## config.mk

```make
export PLATFORM = sky130hd
export DESIGN_NAME = id_issue
export DESIGN_NICKNAME = d
export VERILOG_FILES = /design/src/rtl/id_pkg.sv /design/src/rtl/id_decoder.sv /design/src/rtl/id_issue.sv
export SDC_FILE = /design/constraint.sdc
export NUM_CORES = 1
export LEC_CHECK = 0
export BUFFER_PORTS_ARGS = -buffer_cell sky130_fd_sc_hd__buf_2
export CORE_AREA = 4 4 144 146
export DETAILED_ROUTE_END_ITERATION = 16
export DIE_AREA = 0 0 148 150
export PLACE_DENSITY_LB_ADDON = 0.12
export SLEW_MARGIN = 20
export SYNTH_ARGS = -nofsm -noshare
export SYNTH_HDL_FRONTEND = slang
export SYNTH_SLANG_ARGS = --single-unit
```

## constraint.sdc

```tcl
create_clock -name clk -period 6.1 [get_ports clk]
set_clock_uncertainty 0.15 [all_clocks]
set_input_delay 1.22 -clock clk [delete_from_list [all_inputs] [get_ports clk]]
set_output_delay 1.22 -clock clk [all_outputs]
set_load 0.005 [all_outputs]
```

## src/rtl/id_pkg.sv

```systemverilog
// id_pkg: shared constants for the ID/issue stage.
//   OpLen      - width of the internal micro-op code
//   OP_*       - micro-op encodings (loads contiguous, M-extension ops last)
//   OPC_*      - RV32I major opcodes
//   ZERO_WORD  - 32-bit zero used by decode defaults
package id_pkg;

  localparam int OpLen = 6;

  localparam logic [31:0] ZERO_WORD = 32'h0000_0000;

  localparam logic [6:0] OPC_LUI    = 7'b0110111;
  localparam logic [6:0] OPC_AUIPC  = 7'b0010111;
  localparam logic [6:0] OPC_JAL    = 7'b1101111;
  localparam logic [6:0] OPC_JALR   = 7'b1100111;
  localparam logic [6:0] OPC_BRANCH = 7'b1100011;
  localparam logic [6:0] OPC_LOAD   = 7'b0000011;
  localparam logic [6:0] OPC_STORE  = 7'b0100011;
  localparam logic [6:0] OPC_OPIMM  = 7'b0010011;
  localparam logic [6:0] OPC_OP     = 7'b0110011;

  localparam logic [OpLen-1:0] OP_NOP    = 6'd0;
  localparam logic [OpLen-1:0] OP_LUI    = 6'd1;
  localparam logic [OpLen-1:0] OP_AUIPC  = 6'd2;
  localparam logic [OpLen-1:0] OP_JAL    = 6'd3;
  localparam logic [OpLen-1:0] OP_JALR   = 6'd4;
  localparam logic [OpLen-1:0] OP_BEQ    = 6'd5;
  localparam logic [OpLen-1:0] OP_BNE    = 6'd6;
  localparam logic [OpLen-1:0] OP_BLT    = 6'd7;
  localparam logic [OpLen-1:0] OP_BGE    = 6'd8;
  localparam logic [OpLen-1:0] OP_BLTU   = 6'd9;
  localparam logic [OpLen-1:0] OP_BGEU   = 6'd10;
  localparam logic [OpLen-1:0] OP_LB     = 6'd11;
  localparam logic [OpLen-1:0] OP_LH     = 6'd12;
  localparam logic [OpLen-1:0] OP_LW     = 6'd13;
  localparam logic [OpLen-1:0] OP_LBU    = 6'd14;
  localparam logic [OpLen-1:0] OP_LHU    = 6'd15;
  localparam logic [OpLen-1:0] OP_SB     = 6'd16;
  localparam logic [OpLen-1:0] OP_SH     = 6'd17;
  localparam logic [OpLen-1:0] OP_SW     = 6'd18;
  localparam logic [OpLen-1:0] OP_ADDI   = 6'd19;
  localparam logic [OpLen-1:0] OP_SLTI   = 6'd20;
  localparam logic [OpLen-1:0] OP_SLTIU  = 6'd21;
  localparam logic [OpLen-1:0] OP_XORI   = 6'd22;
  localparam logic [OpLen-1:0] OP_ORI    = 6'd23;
  localparam logic [OpLen-1:0] OP_ANDI   = 6'd24;
  localparam logic [OpLen-1:0] OP_SLLI   = 6'd25;
  localparam logic [OpLen-1:0] OP_SRLI   = 6'd26;
  localparam logic [OpLen-1:0] OP_SRAI   = 6'd27;
  localparam logic [OpLen-1:0] OP_ADD    = 6'd28;
  localparam logic [OpLen-1:0] OP_SUB    = 6'd29;
  localparam logic [OpLen-1:0] OP_SLL    = 6'd30;
  localparam logic [OpLen-1:0] OP_SLT    = 6'd31;
  localparam logic [OpLen-1:0] OP_SLTU   = 6'd32;
  localparam logic [OpLen-1:0] OP_XOR    = 6'd33;
  localparam logic [OpLen-1:0] OP_SRL    = 6'd34;
  localparam logic [OpLen-1:0] OP_SRA    = 6'd35;
  localparam logic [OpLen-1:0] OP_OR     = 6'd36;
  localparam logic [OpLen-1:0] OP_AND    = 6'd37;
  localparam logic [OpLen-1:0] OP_MUL    = 6'd38;
  localparam logic [OpLen-1:0] OP_MULH   = 6'd39;
  localparam logic [OpLen-1:0] OP_MULHSU = 6'd40;
  localparam logic [OpLen-1:0] OP_MULHU  = 6'd41;
  localparam logic [OpLen-1:0] OP_DIV    = 6'd42;
  localparam logic [OpLen-1:0] OP_DIVU   = 6'd43;
  localparam logic [OpLen-1:0] OP_REM    = 6'd44;
  localparam logic [OpLen-1:0] OP_REMU   = 6'd45;

endpackage

```

## src/rtl/id_decoder.sv

```systemverilog
// id_decoder: purely combinational RV32I instruction decode.
// Optional feature: define ID_RV32M_EN to decode the RV32M multiply/divide ops;
// otherwise those encodings fall through to NOP.
// Ports:
//   inst - 32-bit instruction word
//   op   - micro-op code (OP_NOP for anything unrecognised)
//   rd   - destination register (0 for NOP, stores and branches)
//   imm  - sign-extended 32-bit immediate for the instruction format
//   rs1, rs2 - source register addresses
//   re1, re2 - source read enables
module id_decoder
  import id_pkg::*;
(
  input  logic [31:0]        inst,
  output logic [OpLen-1:0]   op,
  output logic [4:0]         rd,
  output logic signed [31:0] imm,
  output logic [4:0]         rs1,
  output logic [4:0]         rs2,
  output logic               re1,
  output logic               re2
);

  logic [6:0]         opc;
  logic [2:0]         f3;
  logic [6:0]         f7;
  logic signed [31:0] imm_i, imm_s, imm_b, imm_u, imm_j;

  assign opc   = inst[6:0];
  assign f3    = inst[14:12];
  assign f7    = inst[31:25];
  assign rs1   = inst[19:15];
  assign rs2   = inst[24:20];
  assign imm_i = {{20{inst[31]}}, inst[31:20]};
  assign imm_s = {{20{inst[31]}}, inst[31:25], inst[11:7]};
  assign imm_b = {{19{inst[31]}}, inst[31], inst[7], inst[30:25], inst[11:8], 1'b0};
  assign imm_u = {inst[31:12], 12'h000};
  assign imm_j = {{11{inst[31]}}, inst[31], inst[19:12], inst[20], inst[30:21], 1'b0};

  // Each opcode sets its format fields; a funct3/funct7 that is not listed
  // leaves op at NOP and the cleanup at the end wipes the fields again.
  always_comb begin
    op  = OP_NOP;
    rd  = 5'd0;
    imm = ZERO_WORD;
    re1 = 1'b0;
    re2 = 1'b0;
    case (opc)
      OPC_LUI:   begin op = OP_LUI;   rd = inst[11:7]; imm = imm_u; end
      OPC_AUIPC: begin op = OP_AUIPC; rd = inst[11:7]; imm = imm_u; end
      OPC_JAL:   begin op = OP_JAL;   rd = inst[11:7]; imm = imm_j; end
      OPC_JALR: begin
        if (f3 == 3'd0) op = OP_JALR;
        rd = inst[11:7]; imm = imm_i; re1 = 1'b1;
      end
      OPC_BRANCH: begin
        case (f3)
          3'd0: op = OP_BEQ;
          3'd1: op = OP_BNE;
          3'd4: op = OP_BLT;
          3'd5: op = OP_BGE;
          3'd6: op = OP_BLTU;
          3'd7: op = OP_BGEU;
          default: op = OP_NOP;
        endcase
        imm = imm_b; re1 = 1'b1; re2 = 1'b1;
      end
      OPC_LOAD: begin
        case (f3)
          3'd0: op = OP_LB;
          3'd1: op = OP_LH;
          3'd2: op = OP_LW;
          3'd4: op = OP_LBU;
          3'd5: op = OP_LHU;
          default: op = OP_NOP;
        endcase
        rd = inst[11:7]; imm = imm_i; re1 = 1'b1;
      end
      OPC_STORE: begin
        case (f3)
          3'd0: op = OP_SB;
          3'd1: op = OP_SH;
          3'd2: op = OP_SW;
          default: op = OP_NOP;
        endcase
        imm = imm_s; re1 = 1'b1; re2 = 1'b1;
      end
      OPC_OPIMM: begin
        case (f3)
          3'd0: op = OP_ADDI;
          3'd2: op = OP_SLTI;
          3'd3: op = OP_SLTIU;
          3'd4: op = OP_XORI;
          3'd6: op = OP_ORI;
          3'd7: op = OP_ANDI;
          3'd1: op = (f7 == 7'b0000000) ? OP_SLLI : OP_NOP;
          3'd5: op = (f7 == 7'b0000000) ? OP_SRLI :
                     (f7 == 7'b0100000) ? OP_SRAI : OP_NOP;
          default: op = OP_NOP;
        endcase
        rd = inst[11:7]; imm = imm_i; re1 = 1'b1;
      end
      OPC_OP: begin
        if (f7 == 7'b0000000) begin
          case (f3)
            3'd0: op = OP_ADD;
            3'd1: op = OP_SLL;
            3'd2: op = OP_SLT;
            3'd3: op = OP_SLTU;
            3'd4: op = OP_XOR;
            3'd5: op = OP_SRL;
            3'd6: op = OP_OR;
            default: op = OP_AND;
          endcase
        end else if (f7 == 7'b0100000) begin
          if (f3 == 3'd0)      op = OP_SUB;
          else if (f3 == 3'd5) op = OP_SRA;
        end
`ifdef ID_RV32M_EN
        else if (f7 == 7'b0000001) begin
          case (f3)
            3'd0: op = OP_MUL;
            3'd1: op = OP_MULH;
            3'd2: op = OP_MULHSU;
            3'd3: op = OP_MULHU;
            3'd4: op = OP_DIV;
            3'd5: op = OP_DIVU;
            3'd6: op = OP_REM;
            default: op = OP_REMU;
          endcase
        end
`endif
        rd = inst[11:7]; re1 = 1'b1; re2 = 1'b1;
      end
      default: op = OP_NOP;
    endcase
    if (op == OP_NOP) begin
      rd  = 5'd0;
      imm = ZERO_WORD;
      re1 = 1'b0;
      re2 = 1'b0;
    end
  end

endmodule

```

## src/rtl/id_issue.sv

```systemverilog
// id_issue: instruction decode / operand issue stage.
// Decodes the incoming instruction (id_decoder), resolves operands from the
// forwarding network or the register file, stalls on load-use hazards and
// presents a registered ID->EX bundle under a valid/ready handshake.
// Optional feature: define ID_RV32M_EN to decode RV32M ops (see id_decoder).
// Ports:
//   clk, rst (sync, active-high), rdy (global enable), flush (redirect)
//   in_valid/in_ready, pc, inst            - IF->ID
//   reg1_addr_o/reg2_addr_o, reg*_data_i   - register-file read
//   fwd_valid/fwd_is_load/fwd_addr/fwd_data - forwarding sources, 0 youngest
//   out_valid/out_ready, pc_o, reg1, reg2, imm, rd, op - ID->EX
//   stall_cnt                              - saturating hazard cycle count
module id_issue
  import id_pkg::*;
#(
  parameter int XLEN        = 32,
  parameter int NUM_FWD     = 2,
  parameter int STALL_CNT_W = 16
) (
  input  logic                      clk,
  input  logic                      rst,
  input  logic                      rdy,
  input  logic                      flush,
  input  logic                      in_valid,
  output logic                      in_ready,
  input  logic [XLEN-1:0]           pc,
  input  logic [31:0]               inst,
  output logic [4:0]                reg1_addr_o,
  output logic [4:0]                reg2_addr_o,
  input  logic [XLEN-1:0]           reg1_data_i,
  input  logic [XLEN-1:0]           reg2_data_i,
  input  logic [NUM_FWD-1:0]        fwd_valid,
  input  logic [NUM_FWD-1:0]        fwd_is_load,
  input  logic [NUM_FWD*5-1:0]      fwd_addr,
  input  logic [NUM_FWD*XLEN-1:0]   fwd_data,
  output logic                      out_valid,
  input  logic                      out_ready,
  output logic [XLEN-1:0]           pc_o,
  output logic [XLEN-1:0]           reg1,
  output logic [XLEN-1:0]           reg2,
  output logic [XLEN-1:0]           imm,
  output logic [4:0]                rd,
  output logic [OpLen-1:0]          op,
  output logic [STALL_CNT_W-1:0]    stall_cnt
);

  // Returns {is_load, data}: zero for x0 or an unused source, otherwise the
  // youngest matching forward, otherwise the register file.
  function automatic logic [XLEN:0] pick_operand(
    input logic [4:0]              a,
    input logic                    en,
    input logic [XLEN-1:0]         rf,
    input logic [NUM_FWD-1:0]      fv,
    input logic [NUM_FWD-1:0]      fl,
    input logic [NUM_FWD*5-1:0]    fa,
    input logic [NUM_FWD*XLEN-1:0] fd
  );
    logic [XLEN:0] r;
    logic          hit;
    r   = {1'b0, rf};
    hit = 1'b0;
    for (int i = 0; i < NUM_FWD; i++) begin
      if (!hit && fv[i] && (fa[i*5 +: 5] == a)) begin
        hit = 1'b1;
        r   = {fl[i], fd[i*XLEN +: XLEN]};
      end
    end
    if (!en || (a == 5'd0)) r = '0;
    return r;
  endfunction

  function automatic logic [STALL_CNT_W-1:0] sat_inc(input logic [STALL_CNT_W-1:0] v);
    return (&v) ? v : v + 1'b1;
  endfunction

  logic [OpLen-1:0]   dec_op;
  logic [4:0]         dec_rd, dec_rs1, dec_rs2;
  logic signed [31:0] dec_imm;
  logic               dec_re1, dec_re2;
  logic [XLEN:0]      opnd1_p0, opnd2_p0;
  logic               hazard_p0, capture_p0;

  id_decoder u_dec (
    .inst (inst),
    .op   (dec_op),
    .rd   (dec_rd),
    .imm  (dec_imm),
    .rs1  (dec_rs1),
    .rs2  (dec_rs2),
    .re1  (dec_re1),
    .re2  (dec_re2)
  );

  // ---- stage p0: operand resolve, hazard, handshake ----
  assign reg1_addr_o = (rst || flush || !dec_re1) ? 5'd0 : dec_rs1;
  assign reg2_addr_o = (rst || flush || !dec_re2) ? 5'd0 : dec_rs2;

  assign opnd1_p0 = pick_operand(dec_rs1, dec_re1, reg1_data_i,
                                 fwd_valid, fwd_is_load, fwd_addr, fwd_data);
  assign opnd2_p0 = pick_operand(dec_rs2, dec_re2, reg2_data_i,
                                 fwd_valid, fwd_is_load, fwd_addr, fwd_data);

  assign hazard_p0  = in_valid && (opnd1_p0[XLEN] || opnd2_p0[XLEN]);
  assign in_ready   = rdy && !flush && !hazard_p0 && (!out_valid || out_ready);
  assign capture_p0 = in_valid && in_ready;

  // ---- stage p1: ID->EX registers ----
  logic                   vld_p1;
  logic [XLEN-1:0]        pc_p1, reg1_p1, reg2_p1, imm_p1;
  logic [4:0]             rd_p1;
  logic [OpLen-1:0]       op_p1;
  logic [STALL_CNT_W-1:0] stall_p1;

  always_ff @(posedge clk) begin
    if (rst) begin
      vld_p1   <= 1'b0;
      pc_p1    <= '0;
      reg1_p1  <= '0;
      reg2_p1  <= '0;
      imm_p1   <= '0;
      rd_p1    <= 5'd0;
      op_p1    <= OP_NOP;
      stall_p1 <= '0;
    end else if (rdy) begin
      if (flush) begin
        vld_p1 <= 1'b0;
      end else if (capture_p0) begin
        vld_p1  <= 1'b1;
        pc_p1   <= pc;
        reg1_p1 <= opnd1_p0[XLEN-1:0];
        reg2_p1 <= opnd2_p0[XLEN-1:0];
        imm_p1  <= XLEN'(dec_imm);
        rd_p1   <= dec_rd;
        op_p1   <= dec_op;
      end else if (vld_p1 && out_ready) begin
        vld_p1 <= 1'b0;
      end
      if (in_valid && hazard_p0 && !flush) stall_p1 <= sat_inc(stall_p1);
    end
  end

  assign out_valid = vld_p1;
  assign pc_o      = pc_p1;
  assign reg1      = reg1_p1;
  assign reg2      = reg2_p1;
  assign imm       = imm_p1;
  assign rd        = rd_p1;
  assign op        = op_p1;
  assign stall_cnt = stall_p1;

endmodule

```

==> metrics.txt <==
run status=finished, final reports clean; Total GRT Usage=28.2%; sequential share of the synthesized area=35.4%; Initial Util=45.5%; Hold EP=reg2[1]; Final WS setup=0.731 ns; core box area=0.0194 sq mm; die height=150 um; Root Driver=clkbuf_16; clock insertion delay at the later pin of the skew report=0.43 ns; Syn Std Cell Area=0.00882 sq mm; Hold Vio Cnt, Final=0; CP max FO=8; Reg-to-Reg Start=stall_cnt[8]; Final Cycle Share=88.0%; vias per inst=5.80; Post-synth EDFFs=0; # setup viols final=0; largest net degree at the start of global routing=112; CTS max path bufs=2; top cells by area, synth=dfxtp_1, a21oi_1, o21ai_0; Peak supply drop=0.000200 V; WP data required=4.73 ns; Rows=51; CP Launch Type=primary input; DRT Wirelength=33300 um; Hold WC Path Type=reg2reg; Crit Path Class=in2out; Layout Nets=1649; crit end category=primary output; depth of the CTS H-tree=4; Min Clock Period, post-route=5.37 ns; fraction of layout instances using a drive strength above 1=31.1%; PostCTS Resize Cnt=0; first-pass GRT wire length=50200 um; PwrDens=215 mW/mm^2; Ys Warns=0; Reg2Reg Setup Slack=3.44 ns; ANT nets after route=0; TritonCTS Sinks=156; post-synth top area share=35.4%; vias in the first global route=9206; library cells used by synthesis=70; Die X=148 um; Hold-fix buffers, CTS=0; Synth Instances=1140; HPWL Detailed=23600 um; fillers=1968; setup TNS=0 ns; r2r worst-path depth=8; Placement Setup Slack=0.761 ns; CTS buffer count=17; grt total ovfl=0; synthesis-stage register bit count=156; RSZ-0062 raised after global routing=no; max cap viols=0; crit path DAT=4.00 ns; Boundary Pins=379; DRC=0; drt first pass iters=5; Synth Area per Inst=7.74 sq um; Mapped Nets=1353; # Post-CTS Setup Buffers=0; number of port buffers=378; Worst Hold Depth=2; Yosys top cell by area=dfxtp_1; Die ar.=0.0222 sq mm; RePlAce Congestion=0.935; P_leak=4.98 nW; WL per Instance=19.4 um; min-delay src=reg2[1]; area grow syn2layout=29.0%; CTS tree=yes; ys async rst share=0%; vias=9970; Worst-path clk slew=0.06 ns; max-slew headroom at the worst pin=30.2%; initial antenna violation count=6; worst slew pin tran=1.05 ns; Fmax achieved=0.186 GHz; Main synth FF type=dfxtp_1; Iter 0 DRT Violations=720; Worst R2R End=stall_cnt[11]; max-slew violations=0
-- power by group --
group          switching (mW)  total (mW)  internal, mW
clock                   0.472        1.14         0.664
combinational           0.165       0.280         0.115
sequential            0.00614        1.04          1.03
-- cell usage after synthesis, types with 15 or more instances --
library cell    n
o21ai_0       148
dfxtp_1       156
nand2_1        78
clkbuf_1       71
buf_2          27
mux2i_1        64
nand4_1        77
a21oi_1       172
nand3_1        46
nor2_1         55
nor3_1         16
a211oi_1       15
a22o_1         18
-- cell usage in the layout (no fill, tap or decap), types with 3 or more instances in the layout --
master | netlist | final
a211oi_1 | 15 | 15
a21boi_0 | 3 | 3
buf_4 | 4 | 14
xnor2_1 | 11 | 11
o31ai_1 | 4 | 4
nor4_1 | 7 | 7
and2_1 | 12 | 12
inv_1 | 13 | 13
clkbuf_16 | 0 | 17
or3_1 | 5 | 5
nor2b_1 | 9 | 9
a21o_1 | 6 | 6
a21oi_1 | 172 | 171
mux2i_1 | 64 | 64
or4_1 | 10 | 10
inv_8 | 0 | 4
o211ai_1 | 5 | 5
bufinv_16 | 0 | 3
o21a_1 | 3 | 3
diode_2 | 0 | 4
xor2_1 | 13 | 13
nand4_1 | 77 | 77
nand3b_1 | 5 | 5
a22oi_1 | 7 | 7
a31o_2 | 3 | 3
o21ai_0 | 148 | 148
nor3_1 | 16 | 16
buf_2 | 27 | 377
nand2b_1 | 9 | 9
nand2_1 | 78 | 76
a22o_1 | 18 | 18
nand3_1 | 46 | 46
dfxtp_1 | 156 | 156
inv_6 | 0 | 6
nor2_1 | 55 | 54
and3_1 | 11 | 9
-- state kept, by name (all words and copies together), names as in the netlist --
| signal | count |
|---|---|
| reg1 | 32 |
| stall_cnt | 16 |
| rd | 5 |
| reg2 | 32 |
| out_valid | 1 |
| imm | 32 |
| pc_o | 32 |
| op | 6 |
-- per-stage QoR --
stage | hold WS [ns] | total power, mW | util, % | std cells | cell area, sq um
after floorplan | 0.316 | 1.20 | - | 1140 | 8820
after global placement | 0.304 | 1.34 | 55.4 | 1682 | 10700
after detailed placement | 0.310 | 1.34 | 55.4 | 1682 | 10700
after CTS | 0.320 | 2.47 | 58.6 | 1714 | 11400
after global routing | 0.340 | 2.55 | 58.7 | 1717 | 11400
final | 0.318 | 2.45 | 58.7 | 1718 | 11400
-- routing by layer --
layer / track usage (%) / wire length, um
met5: 0 / 41
met4: 12.6 / 1370
met3: 7.45 / 2550
met2: 45.8 / 15800
met1: 35.4 / 13500
-- worst max-delay path, stage by stage --
cell,delay [ns]
buf_2,0.12
nor4_1,0.61
nand3_1,0.20
a311o_1,0.42
nand4_1,0.14
nor4_4,0.05
and2_1,0.28
nor4_1,0.64
and2_1,0.21
buf_2,0.11
-- area by class of cell --
class	count	area, sq um	share of cell area (%)
Inverter	13	48.8	0.429
Tap cell	265	332	2.91
Sequential cell	156	3120	27.4
Clock buffer	18	429	3.77
Clock inverter	14	196	1.73
Antenna cell	4	10.0	0.0879
Timing Repair Buffer	393	2030	17.9
Multi-Input combinational cell	855	5210	45.8
-- how the worst max path moves through the flow --
stage             start        endpoint  slack (ns)
6_report       inst[25]  reg1_addr_o[1]        0.73
5_1_grt        inst[25]  reg1_addr_o[3]        0.63
4_1_cts        inst[25]  reg1_addr_o[1]        0.75
3_5_place_dp   inst[25]  reg1_addr_o[1]        0.76
3_3_place_gp   inst[25]  reg1_addr_o[1]        0.82
2_1_floorplan  inst[25]  reg1_addr_o[0]        1.43
-- cells by family after synthesis --
family,after synthesis,synth area share [%]
AO/OA/AOI/OAI,407,26.4
XOR/XNOR,24,2.38
adder cells (fa/ha/maj),2,0.255
buffers and inverters,129,6.31
flip-flops,156,35.4
multiplexers,66,7.52
AND/OR/NAND/NOR,356,21.7
Power figures use the tool's default switching activity.
